File: src/rtl/mouse_shot_pkg.sv
// Shared types and constants for the mouse shot path.
package mouse_shot_pkg;

  localparam int COORD_W = 12;

  typedef enum logic [1:0] {
    IDLE,
    PENDING,
    COOLDOWN,
    EMPTY
  } shot_state_t;

endpackage

File: src/rtl/shot_cooldown_timer.sv
// Loadable down-counter for the reload dead time; done flags the cycle the count expires.
module shot_cooldown_timer #(
  parameter int COOLDOWN_CYCLES = 6_500_000
) (
  input  logic clk,
  input  logic rst,
  input  logic load,
  output logic done
);

  localparam int CW = (COOLDOWN_CYCLES > 0) ? $clog2(COOLDOWN_CYCLES + 1) : 1;

  logic [CW-1:0] count;

  // NOTE: sequential state uses non-blocking assignments so every flop samples pre-edge values.
  always_ff @(posedge clk) begin
    if (rst) begin
      count <= '0;
    end else if (load) begin
      count <= CW'(COOLDOWN_CYCLES);
    end else if (count != '0) begin
      count <= count - CW'(1);
    end
  end

  // Asserted while the count holds its last value, so the FSM leaves on the edge that zeroes it.
  assign done = (count <= CW'(1));

endmodule

File: src/rtl/mouse_shot_ctl.sv
// Shot controller: click edge detect, shot record latch with valid/ack, reload cooldown, ammo.
module mouse_shot_ctl
  import mouse_shot_pkg::*;
#(
  parameter int COOLDOWN_CYCLES = 6_500_000,
  parameter int AMMO            = 3
) (
  input  logic                       clk,
  input  logic                       rst,
  input  logic [COORD_W-1:0]         xpos,
  input  logic [COORD_W-1:0]         ypos,
  input  logic                       left,
  input  logic                       new_round,
  input  logic                       shot_ack,
  output logic                       shot_valid,
  output logic [COORD_W-1:0]         shot_x,
  output logic [COORD_W-1:0]         shot_y,
  output logic [$clog2(AMMO+1)-1:0]  ammo,
  output logic                       busy
);

  localparam int AW = $clog2(AMMO + 1);

  shot_state_t   state, state_nxt, exit_state;
  logic          left_d;
  logic          click;
  logic          latch;
  logic          timer_load;
  logic          timer_done;
  logic [AW-1:0] ammo_fill, ammo_nxt;

  shot_cooldown_timer #(
    .COOLDOWN_CYCLES(COOLDOWN_CYCLES)
  ) u_timer (
    .clk  (clk),
    .rst  (rst),
    .load (timer_load),
    .done (timer_done)
  );

  // NOTE: every variable gets a default at the top of always_comb so no latch is inferred.
  always_comb begin
    click      = left & ~left_d;
    ammo_fill  = new_round ? AW'(AMMO) : ammo;
    ammo_nxt   = ammo_fill;
    exit_state = (ammo_fill != '0) ? IDLE : EMPTY;
    state_nxt  = state;
    latch      = 1'b0;
    timer_load = 1'b0;
    unique case (state)
      IDLE: begin
        if (click && ammo_fill != '0) begin
          state_nxt = PENDING;
          latch     = 1'b1;
          ammo_nxt  = ammo_fill - AW'(1);
        end
      end
      PENDING: begin
        if (shot_ack) begin
          if (COOLDOWN_CYCLES == 0) begin
            state_nxt = exit_state;
          end else begin
            state_nxt  = COOLDOWN;
            timer_load = 1'b1;
          end
        end
      end
      COOLDOWN: begin
        if (timer_done) state_nxt = exit_state;
      end
      EMPTY: begin
        if (new_round) state_nxt = IDLE;
      end
      default: state_nxt = IDLE;
    endcase
  end

  // left_d resets high so a button already held at reset release is not seen as a click.
  always_ff @(posedge clk) begin
    if (rst) begin
      state      <= IDLE;
      left_d     <= 1'b1;
      shot_x     <= '0;
      shot_y     <= '0;
      ammo       <= AW'(AMMO);
      shot_valid <= 1'b0;
      busy       <= 1'b0;
    end else begin
      state      <= state_nxt;
      left_d     <= left;
      ammo       <= ammo_nxt;
      shot_valid <= (state_nxt == PENDING);
      busy       <= (state_nxt != IDLE);
      if (latch) begin
        shot_x <= xpos;
        shot_y <= ypos;
      end
    end
  end

endmodule
File: config.mk
export PLATFORM = sky130hd
export DESIGN_NAME = mouse_shot_ctl
export DESIGN_NICKNAME = d
export VERILOG_FILES = /design/src/rtl/mouse_shot_pkg.sv /design/src/rtl/shot_cooldown_timer.sv /design/src/rtl/mouse_shot_ctl.sv
export SDC_FILE = /design/constraint.sdc
export NUM_CORES = 1
export LEC_CHECK = 0
export ABC_AREA = 1
export CAP_MARGIN = 20
export CORE_MARGIN = 2
export CORE_UTILIZATION = 45
export CTS_CLUSTER_SIZE = 40
export DETAILED_ROUTE_END_ITERATION = 8
export PLACE_DENSITY_LB_ADDON = 0.15
export SETUP_SLACK_MARGIN = 0.02
export SYNTH_ARGS = -nofsm -noshare
export SYNTH_HDL_FRONTEND = slang
export SYNTH_SLANG_ARGS = --single-unit
File: constraint.sdc
create_clock -name clk -period 1.5 [get_ports clk]
set_input_delay 0.3 -clock clk [delete_from_list [all_inputs] [get_ports clk]]
set_output_delay 0.3 -clock clk [all_outputs]
set_load 0.1 [all_outputs]
# ---- Yosys cells after proc, flatten, opt, wreduce, memory -nomap -nowiden
# Cells that the tools add are included.
dict set report word_totals {
  regBits 54
  inputBits 29
  out_inout_bits 28
}
dict set report op_classes {
  n_addsub 2
  order_cmp 1
  eq_ne 4
  muxes 15
  n_bitwise 2
  n_reduce_logical 7
}
# cell count
set ops {}
lappend ops {{$mux 23} 2}
lappend ops {{$le 23x1->1 const B} 1}
lappend ops {{$reduce_bool 23->1} 1}
lappend ops {{$sub 23x1->23 const B} 1}
lappend ops {{$mux 2} 8}
lappend ops {{$pmux 2 s4} 1}
lappend ops {{$reduce_bool 2->1} 3}
lappend ops {{$eq 2x1->1 const B} 2}
lappend ops {{$eq 2x2->1 const B} 2}
lappend ops {{$mux 1} 4}
lappend ops {{$logic_not 2->1} 1}
lappend ops {{$reduce_or 2->1} 1}
lappend ops {{$sub 2x1->2 const B} 1}
lappend ops {{$and 1x1->1} 1}
lappend ops {{$logic_and 1x1->1} 1}
lappend ops {{$not 1->1} 1}

# ---- Logic depth before layout (Yosys ltp)
# Gate-level depths: netlist of the first run.
dict set report logic_depth {
  ltp_word 6
  depth_mapped 12
  depth_no_buf 12
}

# ---- Modules after synthesis
# Synthesis of the first run repeated with hierarchy kept, for this count alone.
dict set report hier_totals {
  cells_unflattened 353
  area_unflattened_um2 2563.7
}
# module n_inst cells_per_inst area_each_um2 seq_area_each_um2
set modules_own_cells {}
lappend modules_own_cells {shot_cooldown_timer 1 204 1335.0 460.4}
lappend modules_own_cells {mouse_shot_ctl 1 149 1228.7 620.6}

# ---- Worst setup path before layout of the first run
# Ideal clock, no wire load.
dict set report synth_path {
  path_type {register to register}
  startpoint {register ammo[0]}
  endpoint {register shot_x[0]}
  setup_time_ps 65
  t_arrival_ps 2159
  t_required_ps 1435
  slack_ps -724
  path_stages_with_launch 9
  path_buffers 1
  cell_sequence {dfxtp_1 nor2_1 ha_1 nor3_1 nand2_1 inv_2 buf_2 nor2_1 nor2_1}
}
dict set report synth_via {
  elab_chain_len 5
}
# item line_no
set synth_rtl {}
lappend synth_rtl {{start: declaration} mouse_shot_ctl.sv:18} ;# output logic [$clog2(AMMO+1)-1:0] ammo,
lappend synth_rtl {{start signal: assignment} mouse_shot_ctl.sv:85} ;# ammo <= AW'(AMMO);
lappend synth_rtl {{start signal: assignment} mouse_shot_ctl.sv:91} ;# ammo <= ammo_nxt;
lappend synth_rtl {{$mux 2} mouse_shot_ctl.sv:44} ;# ammo_fill = new_round ? AW'(AMMO) : ammo;
lappend synth_rtl {{$reduce_bool 2->1} mouse_shot_ctl.sv:52} ;# if (click && ammo_fill != '0) begin
lappend synth_rtl {{$logic_and 1x1->1} mouse_shot_ctl.sv:52}
lappend synth_rtl {{$mux 1} mouse_shot_ctl.sv:52}
lappend synth_rtl {{$mux 1} mouse_shot_ctl.sv:50} ;# unique case (state)
lappend synth_rtl {{end signal: assignment} mouse_shot_ctl.sv:95} ;# shot_x <= xpos;
lappend synth_rtl {{end: declaration} mouse_shot_ctl.sv:16} ;# output logic [COORD_W-1:0] shot_x,
# Every way passes these cells.
# A chain may end at the register's enable or synchronous reset.

# ---- Worst setup path in the final report of the first run
dict set report layout_path {
  startpoint {register u_timer.count[4]}
  endpoint {register busy}
}
dict set report layout_via {
  elab_chain_len 4
}
# item line_no
set layout_rtl {}
lappend layout_rtl {{start: declaration} shot_cooldown_timer.sv:13} ;# logic [CW-1:0] count;
lappend layout_rtl {{start signal: assignment} shot_cooldown_timer.sv:20} ;# count <= CW'(COOLDOWN_CYCLES);
lappend layout_rtl {{start signal: assignment} shot_cooldown_timer.sv:22} ;# count <= count - CW'(1);
lappend layout_rtl {{$le 23x1->1} shot_cooldown_timer.sv:27} ;# assign done = (count <= CW'(1));
lappend layout_rtl {{$mux 2} mouse_shot_ctl.sv:69} ;# if (timer_done) state_nxt = exit_state;
lappend layout_rtl {{$pmux 2 s4} mouse_shot_ctl.sv:50}
lappend layout_rtl {{$reduce_bool 2->1} mouse_shot_ctl.sv:93} ;# busy <= (state_nxt != IDLE);
lappend layout_rtl {{end signal: assignment} mouse_shot_ctl.sv:93}
lappend layout_rtl {{end: declaration} mouse_shot_ctl.sv:19} ;# output logic busy
# Every way passes these cells.

==> results.sh, run 1 <==
export IMPL_status="finished, final reports clean"
export IMPL_grt_overflow_total=0
export IMPL_io_pins=57
export IMPL_place_area_um2=3621
export IMPL_cts_buffers=5
export IMPL_first_iter_violations=104
export IMPL_final_cells=499
export IMPL_drv_cap=0
export IMPL_critPathArrivalTime_ns=1.69
export IMPL_root_buffer="clkbuf_8"
export IMPL_dp_slack_ns=-0.4407
export IMPL_period_share_pct=95.14
export IMPL_fin_ws_ns=0.07293
export IMPL_port_buffers=56
export IMPL_dpl_hpwl_um=4873
export IMPL_dieArea_um2=6226
export IMPL_synth_xor_area_share_pct=3.469
export IMPL_synth_top_family_by_area="simple AND/OR/NAND/NOR gates"
export IMPL_wl_per_cell_um=13.36
export IMPL_crit_buf_inv=0
export IMPL_ctsHoldBuffers=0
export IMPL_hp_class="reg -> reg"
export IMPL_fin_crit_ns=1.427
export IMPL_dr_pass1_iters=4
export IMPL_fp_dieW_um=78.91
export IMPL_ir_drop_mv=1.122
export IMPL_max_freq_ghz=0.7007
export IMPL_path_max_fanout=4
export IMPL_rsz0062_at_grt="yes"
export IMPL_finalClockSkew_ns=0.008297
export IMPL_end_kind="flip-flop"
export IMPL_grt_usage_pct=21.75
export IMPL_syn_area_um2=2525
export IMPL_worst_path_max_delay_cell="dfxtp_1"
export IMPL_h_tree_depth=2
export IMPL_crit_type="reg -> reg"
export IMPL_grt_pass1_wl_um=10740
export IMPL_clock_sinks=54
export IMPL_ys_ff_latch=54
export IMPL_grt_max_degree=26
export IMPL_antennaDiodeCount=0
export IMPL_rows=27
export IMPL_seq_power_share_pct=29.7
export IMPL_antenna_left=0
export IMPL_synth_warnings=0
export IMPL_synth_compound_area_share_pct=9.812
export IMPL_synth_area_leader_cell="dfxtp_1"
export IMPL_p_clk_share_pct=12.3
export IMPL_synth_top_area_share_pct=42.81
export IMPL_power_mw=7.652
export IMPL_drc=0
export IMPL_leakage_nw=1.655
export IMPL_synthSimpleGateAreaFrac_pct=36.97
export IMPL_vias=2477
export IMPL_design_area_um2=3894
export IMPL_cts_buffer_depth=2
export IMPL_slew_limit_headroom_pct=79.36
export IMPL_synthesis_nets=382
export IMPL_grt_pass1_vias=2379
export IMPL_powerDensity_nw_per_um2=1965
export IMPL_ys_seq_area_share_pct=42.81
export IMPL_synth_area_leaders="dfxtp_1 43%, nor2_1 14%, nand2_1 7.7%, o21ai_0 5.6%, nor2_2 3.5%"
export IMPL_hold_viol_final=0
export IMPL_area_growth_pct=54.21
export IMPL_cts_tree="yes"
export IMPL_avgViaCountPerCell=4.964
export IMPL_fillers=444
export IMPL_critPathMaxStageDelay_ns=0.41
export IMPL_worstPathRequired_ns=1.76
export IMPL_p_switching_mw=3.603
export IMPL_setup_viol=0
export IMPL_synth_cell_types=28
export IMPL_cpLargestDelayFamily="simple AND/OR/NAND/NOR gates"
export IMPL_crit_chain="nor2_2 > nand2_2 > nor2_2 > nand3_2 > nand2_2 > nand2_1 > nand2_1 > nand2_1 > nand2_1 > nand2_1 > nand2_1"
export IMPL_cp_common_cell="nand2_1"
export IMPL_synth_mux_area_share_pct=0
export IMPL_fin_nets=459
export IMPL_syn_area_per_cell_um2=7.235
export IMPL_place_congestion=0.9283
export IMPL_worstSetupStartpointType="flip-flop"
export IMPL_start_util_pct=46.14
export IMPL_hold_ws_ns=0.5169
export IMPL_wirelength_um=6666
export IMPL_yosys_area_share_adder_pct=1.982
export IMPL_worstSkewPairLatency_ns=0.31
export IMPL_netlist_instances=349
export IMPL_antenna_found_initial=0
export IMPL_dp_cells=487
export IMPL_worst_pin_slew_ns=0.3091
export IMPL_power_frac_comb_pct=58.0
export IMPL_drv_slew=0
export IMPL_switching_share_pct=47.08
export IMPL_internal_power_mw=4.049
export IMPL_core_um2=5473
export IMPL_final_layout_size_suffix_gt1_share_pct=30.44
export IMPL_die_height_um=78.91
export IMPL_clkTransAtPathRegs_ns=0.10
==> Yosys cell counts <==
| cell | instances |
|---|---|
| nor2_1 | 92 |
| dfxtp_1 | 54 |
| nand2_1 | 52 |
| o21ai_0 | 28 |
| a21oi_1 | 17 |
| inv_1 | 17 |
| nand3_1 | 16 |
| nor2_2 | 14 |
| xnor2_1 | 8 |
| nand2_2 | 6 |
| clkbuf_1 | 5 |
| nor3_1 | 5 |
| buf_2 | 4 |
| ha_1 | 4 |
| nand3b_1 | 4 |
| or2_2 | 4 |
| inv_2 | 3 |
| nor2_4 | 3 |
| a211oi_1 | 2 |
| nand4_1 | 2 |
| xor2_1 | 2 |
| buf_6 | 1 |
| nand3_2 | 1 |
| nand3_4 | 1 |
| nor3_2 | 1 |
| nor3_4 | 1 |
| nor3b_1 | 1 |
| o21a_1 | 1 |
==> worst paths after layout <==
path                    startpoint  depth (start not counted)  slack [ns]               end
hold reg to reg   u_timer.count[0]                          2        0.52  u_timer.count[0]
setup reg to reg  u_timer.count[4]                         11        0.07              busy
setup / recovery  u_timer.count[4]                         11        0.07              busy
hold / removal    u_timer.count[0]                          2        0.52  u_timer.count[0]
==> layout make-up <==
class / count / area, µm² / share of cell area (%)
timing repair buffer: 80 / 1061 / 27.25
sequential: 54 / 1107 / 28.44
clock inverter: 2 / 17.52 / 0.4499
multi-input combinational: 265 / 1439 / 36.95
tap: 72 / 90.09 / 2.314
clock buffer: 6 / 93.84 / 2.410
inverter: 20 / 85.08 / 2.185
==> power by group through the flow <==
stage	clock [mW]	sequential [mW]	combinational [mW]
floorplan	0	2.44	2.61
global placement	0	2.14	3.87
detailed placement	0	2.15	3.94
CTS	0.977	2.13	4.05
global route	1.02	2.31	4.85
finish	0.943	2.27	4.44
==> through the flow <==
| stage | TNS [ns] | util, % |
|---|---|---|
| global route | -0.08933 | 71.15 |
| finish | 0 | 71.15 |
| floorplan | 0 | - |
| detailed placement | -11.60 | 66.16 |
| global placement | -9.019 | 66.16 |
| CTS | 0 | 68.43 |
==> cells by family (layout without fill, tap and decap cells) <==
logic type	count (synthesis)	in the layout
buf+inv	30	108
flops	54	54
simple gates	203	203
fa+ha+maj	4	4
compound gates	48	48
xor+xnor	10	10
==> timing repair <==
item | in CTS | in global routing
gates cloned | 0 | 0
setup buffers | 1 | 3
endpoints found under the setup margin | 31 | 23
gates resized for setup | 6 | 54
pin swaps | 3 | 8
==> tightest hold or removal path, delay by kind of cell, from the launching register on <==
kind | cells | cell delay (ns)
compound gates | 1 | 0.05
simple gates | 1 | 0.07
flops | 1 | 0.36
==> state kept, by name (all words and copies together), names as in the netlist <==
| signal | cells |
|---|---|
| u_timer.count | 23 |
| shot_x | 12 |
| shot_y | 12 |
| ammo | 2 |
| state | 2 |
| busy | 1 |
| left_d | 1 |
| shot_valid | 1 |
==> metal layers <==
metal	vias up	track usage [%]	wire, µm	share of wire, %
met5	-	0	0	0
met2	76	37.95	3332	50
met3	10	8.636	555	8.3
met1	1115	24.29	2672	40
met4	0	6.897	106	1.6
li1	1276	-	-	-
==> cells in the final DEF (no fill, tap or decap), types with 3 or more instances in the layout <==
cell	netlist	final
dfxtp_1	54	39
o21ai_1	0	12
a21oi_1	17	17
nor2_4	3	14
nand3b_1	4	4
clkdlybuf4s50_1	0	27
o21ai_0	28	16
nor2_2	14	14
inv_1	17	15
xnor2_1	8	8
dfxtp_2	0	12
buf_12	0	31
clkbuf_8	0	5
nand2_2	6	10
nand2_1	52	47
buf_4	0	20
inv_4	0	4
dfxtp_4	0	3
or2_2	4	4
nor2_1	92	81
nand3_1	16	16
nor3_1	5	4
No activity file was read; power rests on OpenSTA's default activity.
==> run 2: changes to the inputs <==
--- a/config.mk
+++ b/config.mk
@@ -16,3 +16,4 @@
 export SYNTH_ARGS = -nofsm -noshare
 export SYNTH_HDL_FRONTEND = slang
 export SYNTH_SLANG_ARGS = --single-unit
+export TNS_END_PERCENT = 1
==> results.sh, run 2 (synthesis gave the netlist of run 1 again) <==
export IMPL_clock_sinks=54
export IMPL_worst_pin_slew_ns=0.2964
export IMPL_final_layout_size_suffix_gt1_share_pct=28.81
export IMPL_dr_pass1_iters=4
export IMPL_grt_pass1_wl_um=10630
export IMPL_largest_registers="u_timer.count: 23 flops, shot_x: 12 flops, shot_y: 12 flops"
export IMPL_period_share_pct=95.02
export IMPL_grt_pass1_vias=2362
export IMPL_setup_viol=0
export IMPL_place_area_um2=3621
export IMPL_port_buffers=56
export IMPL_status="finished, final reports clean"
export IMPL_die_height_um=78.91
export IMPL_first_iter_violations=69
export IMPL_post_route_util_pct=70.28
export IMPL_grt_overflow_total=0
export IMPL_end_kind="flip-flop"
export IMPL_hold_viol_final=0
export IMPL_min_from="shot_x[0]"
export IMPL_wirelength_um=6472
export IMPL_fp_dieW_um=78.91
export IMPL_max_freq_ghz=0.7016
export IMPL_leakage_nw=1.640
export IMPL_path_max_fanout=5
export IMPL_dp_slack_ns=-0.4407
export IMPL_dpl_hpwl_um=4873
export IMPL_drv_slew=0
export IMPL_worstSetupStartpointType="flip-flop"
export IMPL_fin_crit_ns=1.425
export IMPL_area_growth_pct=52.33
export IMPL_grt_usage_pct=21.55
export IMPL_layout_commonest_cell="nor2_1"
export IMPL_hold_ws_ns=0.5229
export IMPL_slew_limit_headroom_pct=80.21
export IMPL_min_to="shot_x[0]"
export IMPL_largest_register_ff_count=23
export IMPL_powerDensity_nw_per_um2=1944
export IMPL_cts_buffer_depth=2
export IMPL_vias=2440
export IMPL_rrSetupSlack_ns=0.07
export IMPL_worstPathRequired_ns=1.75
export IMPL_regMostFlops="u_timer.count"
export IMPL_avgViaCountPerCell=4.890
export IMPL_clkTransAtPathRegs_ns=0.11
export IMPL_drv_cap=0
export IMPL_dieArea_um2=6226
export IMPL_setup_tns_ns=0
export IMPL_ir_drop_mv=1.123
export IMPL_min_delay_path_depth=2
export IMPL_r2r_start="u_timer.count[0]"
export IMPL_cts_tree="yes"
export IMPL_place_congestion=0.9283
export IMPL_rsz0062_at_grt="yes"
export IMPL_io_pins=57
export IMPL_fin_ws_ns=0.07472
export IMPL_r2r_cells=8
export IMPL_rows=27
export IMPL_fin_nets=459
export IMPL_root_buffer="clkbuf_8"
export IMPL_final_cell_mix="83 x nor2_1, 47 x nand2_1, 44 x dfxtp_1"
export IMPL_grt_max_degree=26
export IMPL_worstSkewPairLatency_ns=0.31
export IMPL_start_util_pct=46.14
export IMPL_antenna_left=0
export IMPL_rr_endpoint="u_timer.count[6]"
export IMPL_hp_class="reg -> reg"
export IMPL_finalClockSkew_ns=0.007063
export IMPL_antennaDiodeCount=0
export IMPL_design_area_um2=3846
export IMPL_core_um2=5473
export IMPL_wl_per_cell_um=12.97
export IMPL_crit_type="reg -> reg"
export IMPL_antenna_found_initial=0
export IMPL_cts_buffers=5
export IMPL_h_tree_depth=2
export IMPL_drc=0
export IMPL_critPathArrivalTime_ns=1.67
## run 2: cell count changes in the layout (fill, tap and decap cells not counted)
cell / delta
buf_4: +1
buf_6: -1
dfxtp_1: +5
dfxtp_2: -4
dfxtp_4: -1
inv_2: +2
inv_4: -2
nor2_1: +2
nor2_2: +3
nor2_4: -5
o21ai_0: +8
o21ai_1: -8
## run 2: through the flow
stage | cells | power [mW]
final | 499 | 7.478
after global routing | 499 | 8.045
after CTS | 495 | 7.082
after detailed placement | 487 | 6.092
after global placement | 487 | 6.004
after floorplan | 349 | 5.045
## run 2: worst max path at each step
stage	endpoint	slack, ns	from
floorplan	shot_x[0]	0.02	ammo[0]
global placement	shot_x[6]	-0.33	new_round
detailed placement	shot_x[5]	-0.44	new_round
CTS	u_timer.count[21]	0.04	u_timer.count[4]
global route	u_timer.count[6]	-0.02	u_timer.count[0]
finish	u_timer.count[6]	0.07	u_timer.count[0]
## run 2: worst max-delay path, cell delays in order, from the launching register on
cell and delay (ns):
dfxtp_2 0.36, inv_4 0.09, ha_4 0.15, nand2_4 0.08, nor3_4 0.25, buf_4 0.15
xor2_1 0.14, nand2_1 0.06, nor2_1 0.08
## run 2: per-layer routing
layer | up-vias | track usage [%] | part of all wire [%]
li1 | 1275 | - | -
met1 | 1087 | 24.15 | 41
met2 | 66 | 37.44 | 49
met3 | 12 | 8.636 | 8.2
met4 | 0 | 6.897 | 2.1
met5 | - | 0 | 0
## run 2: layout make-up
class	instances	area (µm²)
clock inverters	2	17.52
inverters	20	80.08
multi-input cells	265	1409
flip-flops and latches	54	1099
repair buffers	80	1057
clock buffers	6	93.84
well taps	72	90.09
fillers	459	1627
## run 2: report_power, final
part / leakage (nW) / switching (mW) / total (mW) / internal (mW)
Combinational: 1.14 / 2.56 / 4.33 / 1.77
Clock: 0.0569 / 0.505 / 0.945 / 0.440
Sequential: 0.445 / 0.434 / 2.21 / 1.77
## run 2: repair_timing
action / 4_1_cts / 5_1_grt
setup buffers: 0 / 4
setup endpoints to repair: 31 / 26
gates cloned: 0 / 0
hold buffers: 0 / 0
hold endpoints to repair: 0 / 0
gates resized for setup: 3 / 33
pin swaps: 0 / 6
